File: config.mk
export PLATFORM = sky130hd
export DESIGN_NAME = contador_bcd
export DESIGN_NICKNAME = d
export VERILOG_FILES = /design/src/rtl/contador_pkg.sv /design/src/rtl/bcd_digit.sv /design/src/rtl/contador_bcd.sv
export SDC_FILE = /design/constraint.sdc
export NUM_CORES = 1
export LEC_CHECK = 0
export CELL_PAD_IN_SITES_DETAIL_PLACEMENT = 0
export CELL_PAD_IN_SITES_GLOBAL_PLACEMENT = 2
export CORE_MARGIN = 4
export CORE_UTILIZATION = 28
export CTS_CLUSTER_SIZE = 28
export DETAILED_ROUTE_END_ITERATION = 6
export GPL_TIMING_DRIVEN = 0
export HOLD_SLACK_MARGIN = 0.1
export PLACE_DENSITY_LB_ADDON = 0.1
export SLEW_MARGIN = 5
export SYNTH_ARGS = -nofsm -noshare
export SYNTH_HDL_FRONTEND = slang
export SYNTH_SLANG_ARGS = --single-unit
File: constraint.sdc
create_clock -name clk -period 1.8 [get_ports clk]
set_clock_uncertainty 0.2 [all_clocks]
set_input_delay 0.45 -clock clk [delete_from_list [all_inputs] [get_ports clk]]
set_output_delay 0.45 -clock clk [all_outputs]
set_load 0.01 [all_outputs]
File: src/rtl/contador_pkg.sv
// ---------------------------------------------------------------------------
// contador_pkg
// Shared definitions for the BCD up/down counter slice.
//   - BCD_MAX / BCD_MIN : digit limits used for carry/borrow detection
//   - bcd_t             : one 4-bit BCD decade
//   - SEG7_TABLE        : active-high 7-segment patterns, bit order gfedcba
//   - bcd_clamp()       : forces an out-of-range digit (10..15) to 9
//   - seg7_decode()     : table lookup that blanks non-BCD codes
// No ports (package).
// ---------------------------------------------------------------------------
package contador_pkg;

    typedef logic [3:0] bcd_t;

    localparam bcd_t BCD_MAX = 4'd9;
    localparam bcd_t BCD_MIN = 4'd0;

    localparam logic [6:0] SEG7_TABLE [0:9] = '{
        7'b0111111,  // 0
        7'b0000110,  // 1
        7'b1011011,  // 2
        7'b1001111,  // 3
        7'b1100110,  // 4
        7'b1101101,  // 5
        7'b1111101,  // 6
        7'b0000111,  // 7
        7'b1111111,  // 8
        7'b1101111   // 9
    };

    // Loaded digits above 9 are saturated so the register never holds
    // a non-decimal code.
    function automatic bcd_t bcd_clamp(input bcd_t d);
        return (d > BCD_MAX) ? BCD_MAX : d;
    endfunction

    // Non-BCD codes cannot appear in the counter, but blank them anyway
    // so the lookup never indexes outside the table.
    function automatic logic [6:0] seg7_decode(input bcd_t d);
        logic [6:0] pattern;
        pattern = 7'b0000000;
        for (int i = 0; i < 10; i++) begin
            if (d == bcd_t'(i)) begin
                pattern = SEG7_TABLE[i];
            end
        end
        return pattern;
    endfunction

endpackage

File: src/rtl/bcd_digit.sv
// ---------------------------------------------------------------------------
// bcd_digit
// One decade of the BCD counter. Holds its own digit register and reports
// a carry (counting up from 9) or borrow (counting down from 0) to the next
// decade combinationally, so a ripple across all decades settles within a
// single clock edge.
// Ports:
//   clk, rst_n  : clock, asynchronous active-low reset
//   step_in     : step request from the previous decade (or count enable)
//   up          : 1 = increment, 0 = decrement
//   load        : synchronous load strobe (overrides stepping)
//   ld_digit    : digit to load (saturated to 9 if above 9)
//   digit       : registered BCD digit
//   step_out    : carry/borrow to the next decade
// ---------------------------------------------------------------------------
module bcd_digit
    import contador_pkg::*;
(
    input  logic clk,
    input  logic rst_n,
    input  logic step_in,
    input  logic up,
    input  logic load,
    input  bcd_t ld_digit,
    output bcd_t digit,
    output logic step_out
);

    // This decade wraps (and passes the step on) only when it is being
    // stepped and sits at the limit for the current direction.
    assign step_out = step_in & (up ? (digit == BCD_MAX) : (digit == BCD_MIN));

    // Digit register: load beats stepping, stepping beats hold. Wrapping
    // at the limits gives the 9->0 / 0->9 behaviour of a decimal decade.
    always_ff @(posedge clk or negedge rst_n) begin
        if (!rst_n) begin
            digit <= BCD_MIN;
        end else if (load) begin
            digit <= bcd_clamp(ld_digit);
        end else if (step_in) begin
            if (up) begin
                digit <= (digit == BCD_MAX) ? BCD_MIN : digit + 4'd1;
            end else begin
                digit <= (digit == BCD_MIN) ? BCD_MAX : digit - 4'd1;
            end
        end
    end

endmodule

File: src/rtl/contador_bcd.sv
// ---------------------------------------------------------------------------
// contador_bcd
// Multi-decade BCD up/down counter with synchronous load and a one-cycle
// terminal-count pulse on wrap (all-9s -> all-0s up, all-0s -> all-9s down).
// Optional feature macro: CONTADOR_SEG7_EN adds the seg output.
// Parameters:
//   DIGITS      : number of decades, legal range 1..4
// Ports:
//   clk, rst_n  : clock, asynchronous active-low reset
//   en          : count enable, one step per edge
//   up          : direction, 1 = up, 0 = down
//   load        : synchronous load strobe (highest priority)
//   load_val    : BCD value to load, digit 0 in [3:0]
//   count       : registered BCD count, digit 0 in [3:0]
//   tc          : registered terminal-count pulse
//   seg         : (CONTADOR_SEG7_EN only) 7-segment gfedcba per digit,
//                 digit 0 in [6:0]
// ---------------------------------------------------------------------------
module contador_bcd
    import contador_pkg::*;
#(
    parameter int DIGITS = 2
) (
    input  logic                  clk,
    input  logic                  rst_n,
    input  logic                  en,
    input  logic                  up,
    input  logic                  load,
    input  logic [4*DIGITS-1:0]   load_val,
    output logic [4*DIGITS-1:0]   count,
    output logic                  tc
`ifdef CONTADOR_SEG7_EN
    ,
    output logic [7*DIGITS-1:0]   seg
`endif
);

    // step[i] feeds decade i; step[DIGITS] is the carry/borrow out of the
    // most significant decade, i.e. the whole counter is wrapping.
    logic [DIGITS:0] step;

    assign step[0] = en;

    // Decade chain: each cell's carry/borrow drives the next cell's step.
    for (genvar i = 0; i < DIGITS; i++) begin : g_digit
        bcd_digit u_digit (
            .clk      (clk),
            .rst_n    (rst_n),
            .step_in  (step[i]),
            .up       (up),
            .load     (load),
            .ld_digit (load_val[4*i +: 4]),
            .digit    (count[4*i +: 4]),
            .step_out (step[i+1])
        );
    end

    // Terminal count: registered so it lines up with the wrapped count.
    // A load takes priority over stepping, so it must never flag a wrap
    // even if the ripple chain happens to be fully propagated.
    always_ff @(posedge clk or negedge rst_n) begin
        if (!rst_n) begin
            tc <= 1'b0;
        end else begin
            tc <= step[DIGITS] & ~load;
        end
    end

`ifdef CONTADOR_SEG7_EN
    // Display decode: driven straight from the count registers so the
    // pattern changes in the same cycle as count and shows 0s in reset.
    always_comb begin
        seg = '0;
        for (int i = 0; i < DIGITS; i++) begin
            seg[7*i +: 7] = seg7_decode(count[4*i +: 4]);
        end
    end
`endif

endmodule

==> qor.tcl <==
set qor(status) {complete, no violations}
set qor(ios) 22
set qor(place.gp.congestion) 0.784
set qor(post_route_cells_drive_above_1_share_pct) 24.6
set qor(core_region_area_mm2) 0.00303
set qor(drt-total-wl_um) 2230
set qor(critPathKind) {register to output port}
set qor(synth_edf_count) 0
set qor(wire_length_of_the_first_global_routing_pass_um) 3770
set qor(dp.cells) 162
set qor(grt_max_degree) 11
set qor(worst_slew_margin_rel_pct) 72.8
set qor(grtUsageTotal_pct) 11.8
set qor(tightestPinTransition_ns) 0.407
set qor(holdBufCountCts) 0
set qor(final_hold_viol_count) 0
set qor(synth_cell_type_count) 48
set qor(floorplan.die.height_um) 64.0
set qor(half_perimeter_wire_length_after_placement_um) 1630
set qor(dpl-instance-area_mm2) 0.00113
set qor(crit_chain) {clkdlybuf4s50_1}
set qor(worstPathBufferInverterCount) 1
set qor(fin_crit_ns) 1.75
set qor(cts_root_buf) {sky130_fd_sc_hd__clkbuf_4}
set qor(async_reset_ff_share_pct) 100
set qor(maxClockFrequency_ghz) 0.571
set qor(combPwrFrac_pct) 46.8
set qor(first_global_vias) 808
set qor(antenna_found_initial) 0
set qor(first_pass_detailed_route_iteration_total) 4
set qor(postLayoutCoreUtil_pct) 39.5
set qor(final_min_period_over_clock_period_pct) 97.3
set qor(fp-row-count) 20
set qor(synthToLayoutAreaGrowth_pct) 36.5
set qor(netSwitchingPower_mw) 0.267
set qor(start_util_pct) 29.0
set qor(detail_route.iter0.violations) 34
set qor(power.share.switching_pct) 35.8
set qor(maxCapViolations) 0
set qor(p_int_mw) 0.478
set qor(netlist_area_um2) 877
set qor(setup_viol_count_final) 0
set qor(power.leakage_nw) 0.487
set qor(design_power_total_mw) 0.744
set qor(holdCritPathClass) {input pin to async pin}
set qor(path_clk_slew_ns) 0.06
set qor(seqPwrFrac_pct) 32.5
set qor(h_tree_lvls) 1
set qor(final_nets) 140
set qor(cp-end-kind) {output port}
set qor(timing.critical_path.arrival_ns) 1.10
set qor(clockBufferDepth) 2
set qor(later_pin_clock_latency_in_the_skew_report_ns) 0.26
set qor(yosysSeqAreaShare_pct) 25.7
set qor(startpoint_types) {register}
set qor(worst-endpoint-required_ns) 1.15
set qor(route.detailed.drc) 0
set qor(final_cell_area_mm2) 0.00120
set qor(ys_ff_latch) 9
set qor(pwr-share-clk_pct) 20.7
set qor(slowest_stage_delay_on_critical_path_ns) 0.53
set qor(synth_top_flop_cell) {sky130_fd_sc_hd__dfrtp_1}
set qor(drt-vias-per-instance) 4.83
set qor(cts_tree) {yes}
set qor(syn_nets) 111
set qor(critical-path-slowest-cell) {sky130_fd_sc_hd__clkdlybuf4s50_1}
set qor(wire_length_per_cell_um) 13.1
set qor(insertedDiodeCount) 0
set qor(final_cells) 170
set qor(floorplan.die.width_um) 64.0
set qor(post_synth_inst_count) 98
set qor(buffer_ports.inserted) 20
set qor(finalHoldWorstSlack_ns) 0.287
set qor(cpLargestDelayFamily) {buffers and inverters}
set qor(rsz0062_at_grt) {no}
set qor(ir_worst_vdd_mv) 0.244
set qor(cts.sink_count) 9
set qor(grt_overflow) 0
set qor(ant_nets) 0
set qor(warning_count_from_the_yosys_run) 0
set qor(path_max_fanout) 1
set qor(tritoncts_buffer_count) 3
set qor(finalMaxSlewViolations) 0
set qor(floorplan.die_area_mm2) 0.00409
set qor(postSynthAreaPerCell_um2) 8.95
set qor(pwr_density_cell_mw_per_mm2) 622
set qor(route.vias.total) 821
==> sequential cells by signal (all words and copies together) (netlist names) <==
| name | cells |
|---|---|
| g_digit.u_digit.digit | 8 |
| tc | 1 |
==> repair_timing <==
action | in CTS | in global routing
buffers inserted | 3 | 0
resized for setup | 14 | 4
setup endpoints to repair | 12 | 5
pin swaps | 0 | 1
gates cloned | 1 | 0
==> layer usage <==
| layer | share of wire, % | track usage, % | up-vias |
|---|---|---|---|
| met5 | 0 | 0 | - |
| met4 | 0.63 | 2.43 | 0 |
| met3 | 3.0 | 3.16 | 2 |
| met2 | 50 | 19.6 | 16 |
| met1 | 46 | 15.1 | 384 |
| li1 | - | - | 419 |
==> worst reg2reg max path: stages, from the launching register on <==
cell and delay [ns]:
sky130_fd_sc_hd__dfrtp_2 0.40, sky130_fd_sc_hd__buf_4 0.16, sky130_fd_sc_hd__nor3_4 0.23, sky130_fd_sc_hd__o211ai_4 0.14
sky130_fd_sc_hd__a2111oi_4 0.30, sky130_fd_sc_hd__o22ai_1 0.13
==> metrics by stage <==
| stage | setup TNS (ns) | setup WS [ns] |
|---|---|---|
| 5_1_grt | 0 | 0.00111 |
| 3_5_place_dp | -2.89 | -0.600 |
| 4_1_cts | 0 | 0.000754 |
| 2_1_floorplan | 0 | 0.154 |
| 3_3_place_gp | -2.87 | -0.608 |
| 6_report | 0 | 0.0487 |
==> Yosys cell counts (3+ instances only) <==
| cell | n | area, µm² |
|---|---|---|
| sky130_fd_sc_hd__o21ai_0 | 5 | 25.0 |
| sky130_fd_sc_hd__o21a_1 | 3 | 22.5 |
| sky130_fd_sc_hd__dfrtp_1 | 9 | 225 |
| sky130_fd_sc_hd__o21ai_1 | 3 | 15.0 |
| sky130_fd_sc_hd__nand2_1 | 9 | 33.8 |
| sky130_fd_sc_hd__inv_1 | 4 | 15.0 |
| sky130_fd_sc_hd__nor2_1 | 5 | 18.8 |
| sky130_fd_sc_hd__xnor2_1 | 5 | 43.8 |
| sky130_fd_sc_hd__a21oi_1 | 6 | 30.0 |
| sky130_fd_sc_hd__buf_6 | 4 | 45.0 |
==> power by group through the flow <==
stage / Combinational [mW] / Sequential (mW) / Clock, mW
floorplan: 0.206 / 0.263 / 0
global route: 0.383 / 0.245 / 0.172
CTS: 0.352 / 0.243 / 0.161
finish: 0.349 / 0.242 / 0.154
detailed placement: 0.328 / 0.259 / 0
global placement: 0.328 / 0.259 / 0
==> layout make-up <==
type | count | area, µm²
Fill cell | 333 | 1830
Clock buffer | 4 | 26.3
Inverter | 4 | 15.0
Tap cell | 44 | 55.1
Sequential cell | 9 | 230
Timing Repair Buffer | 24 | 226
Buffer | 9 | 81.3
Multi-Input combinational cell | 76 | 563
==> kinds of logic (layout without fill, tap and decap cells) <==
| group | count (synthesis) | after routing | share of synthesized area (%) |
|---|---|---|---|
| multiplexers | 1 | 1 | 1.14 |
| buffers and inverters | 13 | 41 | 10.8 |
| flip-flops | 9 | 9 | 25.7 |
| AO/OA/AOI/OAI | 37 | 37 | 33.4 |
| AND/OR/NAND/NOR | 33 | 33 | 24.0 |
| XOR/XNOR | 5 | 5 | 4.99 |
==> path summary, 6_finish.rpt <==
check                                                        start                                      end  slack, ns  cells after the start
setup reg to reg           g_digit[0].u_digit.digit[3]$_DFFE_PN0P_  g_digit[1].u_digit.digit[2]$_DFFE_PN0P_       0.11                      5
max in group asynchronous                                    rst_n  g_digit[1].u_digit.digit[2]$_DFFE_PN0P_       0.80                      1
hold / removal                                               rst_n  g_digit[0].u_digit.digit[0]$_DFFE_PN0P_       0.29                      1
setup / recovery                                      tc$_DFF_PN0_                                       tc       0.05                      1
min in group clk                                                en  g_digit[0].u_digit.digit[3]$_DFFE_PN0P_       0.32                      3
hold reg to reg            g_digit[0].u_digit.digit[0]$_DFFE_PN0P_  g_digit[0].u_digit.digit[0]$_DFFE_PN0P_       0.53                      3
==> cell usage in the layout (no fill, tap or decap), types with 3 or more instances in the layout <==
master,count
sky130_fd_sc_hd__clkdlybuf4s50_1,11
sky130_fd_sc_hd__nand2_1,9
sky130_fd_sc_hd__dlygate4sd2_1,7
sky130_fd_sc_hd__a21oi_1,6
sky130_fd_sc_hd__buf_4,5
sky130_fd_sc_hd__nor2_1,5
sky130_fd_sc_hd__xnor2_1,5
sky130_fd_sc_hd__o21ai_0,5
sky130_fd_sc_hd__dfrtp_1,5
sky130_fd_sc_hd__buf_6,4
sky130_fd_sc_hd__inv_1,4
sky130_fd_sc_hd__dfrtp_2,4
sky130_fd_sc_hd__o21ai_1,3
sky130_fd_sc_hd__o21a_1,3
sky130_fd_sc_hd__clkbuf_4,3
Power figures use the tool's default switching activity.
==> RTL change 1: new RTL, same settings <==
Add a define of `CONTADOR_SEG7_EN`.
--- a/src/rtl/contador_bcd.sv
+++ b/src/rtl/contador_bcd.sv
@@ -16,6 +16,8 @@
 //   seg         : (CONTADOR_SEG7_EN only) 7-segment gfedcba per digit,
 //                 digit 0 in [6:0]
 // ---------------------------------------------------------------------------
+`define CONTADOR_SEG7_EN
+
 module contador_bcd
     import contador_pkg::*;
 #(
Check against the original RTL (old outputs only; new: seg): equivalent (Yosys induction, for registers that start in step).
==> RTL change 1 against the unedited design <==
Wire length grew 79%. Design area grew 69%. Final cell count grew 60%. Sequential cell count is the same. Hold slack gained 0.035 ns. Sequential share of layout area shrank 7.9 points. Largest cell class unchanged. Via count grew 70%. Register-to-register slack lost 0.31 ns. Area after synthesis grew 24%. Worst setup slack lost 0.27 ns. The run now ends with negative setup slack left.
Power is not compared: it rests on default switching activity, and its combinational part moved more than twofold at a synthesized area within 25%.
==> RTL change 1: results (changes against the unedited design) <==
* Status: finished with violations
* Violated checks: negative setup slack
* Syn Nets at 161 (+45%)
* WL/cell at 14.7 um (+12%)
* Post-synthesis sequential area ratio at 20.7% (-4.9 points)
* Worst R2R Path Depth at 6 (+1)
* Top Registers: g_digit.u_digit.digit x8, tc x1
* Post-synth ARST share at 100% (unchanged)
* Distinct cell type count after synthesis at 47 (-2.1%)
* Placed Area at 0.00151 sq mm (+33%)
* H-tree depth at 1 (unchanged)
* Setup TNS at -3.05 ns (-3.05 ns)
* Top post-synthesis cells by area: dfrtp_1, o21ai_0, a21oi_1
* GP Congestion at 0.769 (-2.0%)
* Final setup vio count at 21 (+21)
* Post-DR vias/cell at 5.13 (+6.3%)
* Hold Path Class: in2async
* Root buffer cell: clkbuf_8
* CP Max Fanout at 7 (+6)
* Total track usage at 16.0% (+4.3 points)
* Initial drt markers at 38 (+12%)
* Share of layout cells above drive strength 1 at 50.9% (+26 points)
* First-pass GRT wire length at 6530 um (+73%)
* HPWL after DPL at 2490 um (+53%)
* Final setup margin at -0.219 ns (-0.268 ns)
* Worst slew margin at 68.8% (-3.9 points)
* NumNets Final at 238 (+70%)
* Worst skew pair latency at 0.23 ns (-0.03 ns)
* PortBufs at 34 (+70%)
* Worst EP arrival at 1.37 ns (+0.27 ns)
* Num CTS Buffers at 3 (unchanged)
* Clock-pin slew on the worst setup and hold paths at 0.04 ns (-0.02 ns)
* Synth top cells by count: nor2_1, nand2_1, o21ai_0
[RTL change 1: cell count changes after synthesis, sizes merged, moves of 3 or more]
cell	change
nand3	+3
a21oi	+7
or3	+4
nand2	+4
o21ai	+7
clkbuf	+6
nor2b	+3
o22ai	+3
nor2	+8
a211oi	+4
[RTL change 1: report_power, final]
group / switching (mW) / total [mW] / internal, mW
Combinational: 0.478 / 0.999 / 0.521
Clock: 0.0768 / 0.231 / 0.154
Sequential: 0.0283 / 0.258 / 0.229
Total: 0.583 / 1.49 / 0.904
[RTL change 1: final timing paths]
check,end,from,slack (ns)
max in group asynchronous,g_digit[1].u_digit.digit[3],rst_n,0.76
min reg2reg,g_digit[0].u_digit.digit[0],g_digit[0].u_digit.digit[0],0.56
min,g_digit[0].u_digit.digit[3],rst_n,0.32
min in group clk,g_digit[0].u_digit.digit[2],en,0.39
max,seg[5],g_digit[0].u_digit.digit[1],-0.22
max reg2reg,g_digit[1].u_digit.digit[2],g_digit[0].u_digit.digit[2],-0.20
[RTL change 1: per-layer routing]
metal  vias up  wire [um]  global-route usage [%]
li1        696          -                       -
met1       657       1970                    22.3
met2        35       1800                    25.3
met3         8        143                    1.87
met4         0         82                    5.74
met5         -          0                       0
[RTL change 1: through the flow]
step | setup slack [ns] | std cells | power, mW
final | -0.219 | 272 | 1.49
after detailed placement | -0.585 | 230 | 0.973
after global placement | -0.558 | 230 | 0.969
after CTS | -0.310 | 266 | 1.39
after floorplan | -0.0415 | 148 | 0.667
after global routing | -0.286 | 272 | 1.58
[RTL change 1: final cells by class]
type	count	area (sq um)
multi-input cells	118	908
plain buffers	15	184
inverters	6	25.0
flip-flops and latches	9	230
repair buffers	72	577
clock buffers	4	45.0
fillers	361	1690
well taps	48	60.1
[RTL change 1: cell families after synthesis]
kind of cell / count (synthesis) / share of synthesized area [%]
buf+inv: 21 / 11.3
mux: 1 / 1.38
compound gates: 60 / 38.5
xor+xnor: 4 / 3.23
simple gates: 53 / 24.9
flops: 9 / 20.7
[RTL change 1: what timing repair did]
item	in CTS	in global routing
pin swaps	14	13
gates resized for setup	117	26
buffers inserted	31	7
cloned	1	0
hold buffers	0	0
endpoints found under the setup margin	29	22
[RTL change 1: worst max-delay path, stage by stage (launching register included)]
cell      delay [ns]
dfrtp_1         0.38
buf_6           0.14
buf_8           0.13
nor2_4          0.10
nor2_2          0.05
a211oi_2        0.18
buf_2           0.16
==> RTL change 2: new RTL, same settings <==
Without the edit above. Make the reset (`rst_n`) synchronous in 2 clocked blocks. Comments in the files are not updated.
--- a/src/rtl/bcd_digit.sv
+++ b/src/rtl/bcd_digit.sv
@@ -32,7 +32,7 @@
 
     // Digit register: load beats stepping, stepping beats hold. Wrapping
     // at the limits gives the 9->0 / 0->9 behaviour of a decimal decade.
-    always_ff @(posedge clk or negedge rst_n) begin
+    always_ff @(posedge clk) begin
         if (!rst_n) begin
             digit <= BCD_MIN;
         end else if (load) begin
--- a/src/rtl/contador_bcd.sv
+++ b/src/rtl/contador_bcd.sv
@@ -58,7 +58,7 @@
     // Terminal count: registered so it lines up with the wrapped count.
     // A load takes priority over stepping, so it must never flag a wrap
     // even if the ripple chain happens to be fully propagated.
-    always_ff @(posedge clk or negedge rst_n) begin
+    always_ff @(posedge clk) begin
         if (!rst_n) begin
             tc <= 1'b0;
         end else begin
Behaviour: differs if rst_n is asserted again (counterexample within 4 cycles, from zero or initial values and one cycle with rst_n low); with rst_n held inactive, the same outputs for 10 cycles.
==> RTL change 2 against the unedited design <==
Area after synthesis decreased by 11%. Sequential cell count stayed put. Design area fell by 8.5%. Worst setup slack better by 0.00080 ns. Hold slack better by 0.045 ns. Total power down 15%. Wire length shrank 0.63%.
==> RTL change 2: results (changes against the unedited design) <==
* Status: finished clean
* CP Max Fanout at 1 (unchanged)
* Number of iterations in the first detailed-routing pass at 4 (unchanged)
* Total track usage at 14.1% (+2.3 points)
* Initial drt markers at 25 (-26%)
* Post-DR vias/cell at 5.41 (+12%)
* LEAKAGE at 0.479 nW (-1.7%)
* Syn Nets at 114 (+2.7%)
* WL/cell at 14.1 um (+7.6%)
* Pre-CTS setup slack at -0.510 ns (+0.0891 ns)
* H-tree depth at 1 (unchanged)
* CTS Buffer Depth at 2 (unchanged)
* Top post-synthesis cells by area: dfxtp_1, o21ai_0, nand3b_1
* Met3 Wirelength at 94 um (+38%)
* CP top delay family: buffers and inverters
* Pwr/cell area at 576 mW/mm^2 (-7.4%)
* Final wirelength at 2220 um (-0.63%)
* Post-synthesis sequential area ratio at 23.1% (-2.6 points)
* Crit path to: tc
* Distinct cell type count after synthesis at 44 (-8.3%)
* Worst R2R Path Depth at 5 (unchanged)
* First-pass GRT wire length at 3840 um (+2.0%)
* Hold path depth at 1
* Period Utilization, post-route at 97.3% (about the same)
* Met3 GRT Util at 3.19% (+0.028 points)
* HPWL after DPL at 1520 um (-6.5%)
* Number of fill cells at 284 (-15%)
* Worst-margin pin slew at 0.451 ns (+0.0435 ns)
* Hold Path Class: reg2reg
* Synthesis warning total at 0 (unchanged)
* Seq power at 0.233 mW (-4%)
* Initial antenna violation count at 0 (unchanged)
* Synth top cells by count: dfxtp_1, inv_1, o21ai_0
* Placed insts at 150 (-7.4%)
* CP max stage cell: clkdlybuf4s50_1
* Met1 Wirelength at 1170 um (+14%)
* Crit path from: tc
* Post-synth ARST share at 0% (-100 points)
* VDD IR-drop max at 297 uV (+22%)
* Top Layer Used: met4
* Antenna diode count at 0 (unchanged)
* Sw power at 0.217 mW (-19%)
* Routed wl met2 at 897 um (-20%)
* Placed Area at 0.00101 sq mm (-11%)
* Vias in the first global route at 801 (-0.87%)
* PortBufs at 19 (-5.0%)
* Power share of the clock group at 27.3% (+6.6 points)
* Reg-to-reg setup timing slack at 0.12 ns
* Area grow syn2layout at 40.4%
* Mapped Cells at 101 (+3.1%)
* Clock-pin slew on the worst setup and hold paths at 0.07 ns
* Largest stage delay on the critical path at 0.52 ns
* Worst reg2reg endpoint: g_digit[1].u_digit.digit[3]
* Worst skew pair latency at 0.27 ns
* GRT met1 Usage at 21.1% (+6.0 points)
* Reg-to-Reg Start: g_digit[0].u_digit.digit[3]
* NumNets Final at 141 (+0.71%)
* GP Congestion at 0.756 (-3.5%)
* Share of layout cells above drive strength 1 at 20.5% (-4.1 points)
* Met2 usage at 18.2% (-1.4 points)
==> RTL change 2: final cells by class <==
cell class,count,area share (%)
Timing Repair Buffer,22,19.3
Tap cell,30,3.42
Buffer,10,6.51
Clock buffer,4,2.40
Inverter,7,2.40
Sequential cell,9,17.1
Multi-Input combinational cell,75,48.9
==> RTL change 2: metrics by stage <==
step / setup TNS, ns / hold slack [ns]
CTS: 0 / 0.320
floorplan: 0 / 0.319
detailed placement: -3.40 / 0.315
global placement: -3.48 / 0.317
finish: 0 / 0.332
global route: 0 / 0.342
==> RTL change 2: cells by family after synthesis <==
family,after synthesis,synth area share (%)
xor gates and xnor gates,4,4.49
buffers and inverters,17,11.4
AOI/OAI and AO/OA,31,28.2
muxes,3,4.01
DFF,9,23.1
and+or+nand+nor,37,28.8
==> RTL change 2: timing repair <==
item                                    4_1_cts  5_1_grt
pin swaps                                     2        4
hold endpoints to repair                      0        0
cloned                                        1        0
gates resized for setup                      17        9
buffers inserted                              2        0
endpoints found under the setup margin       14        5
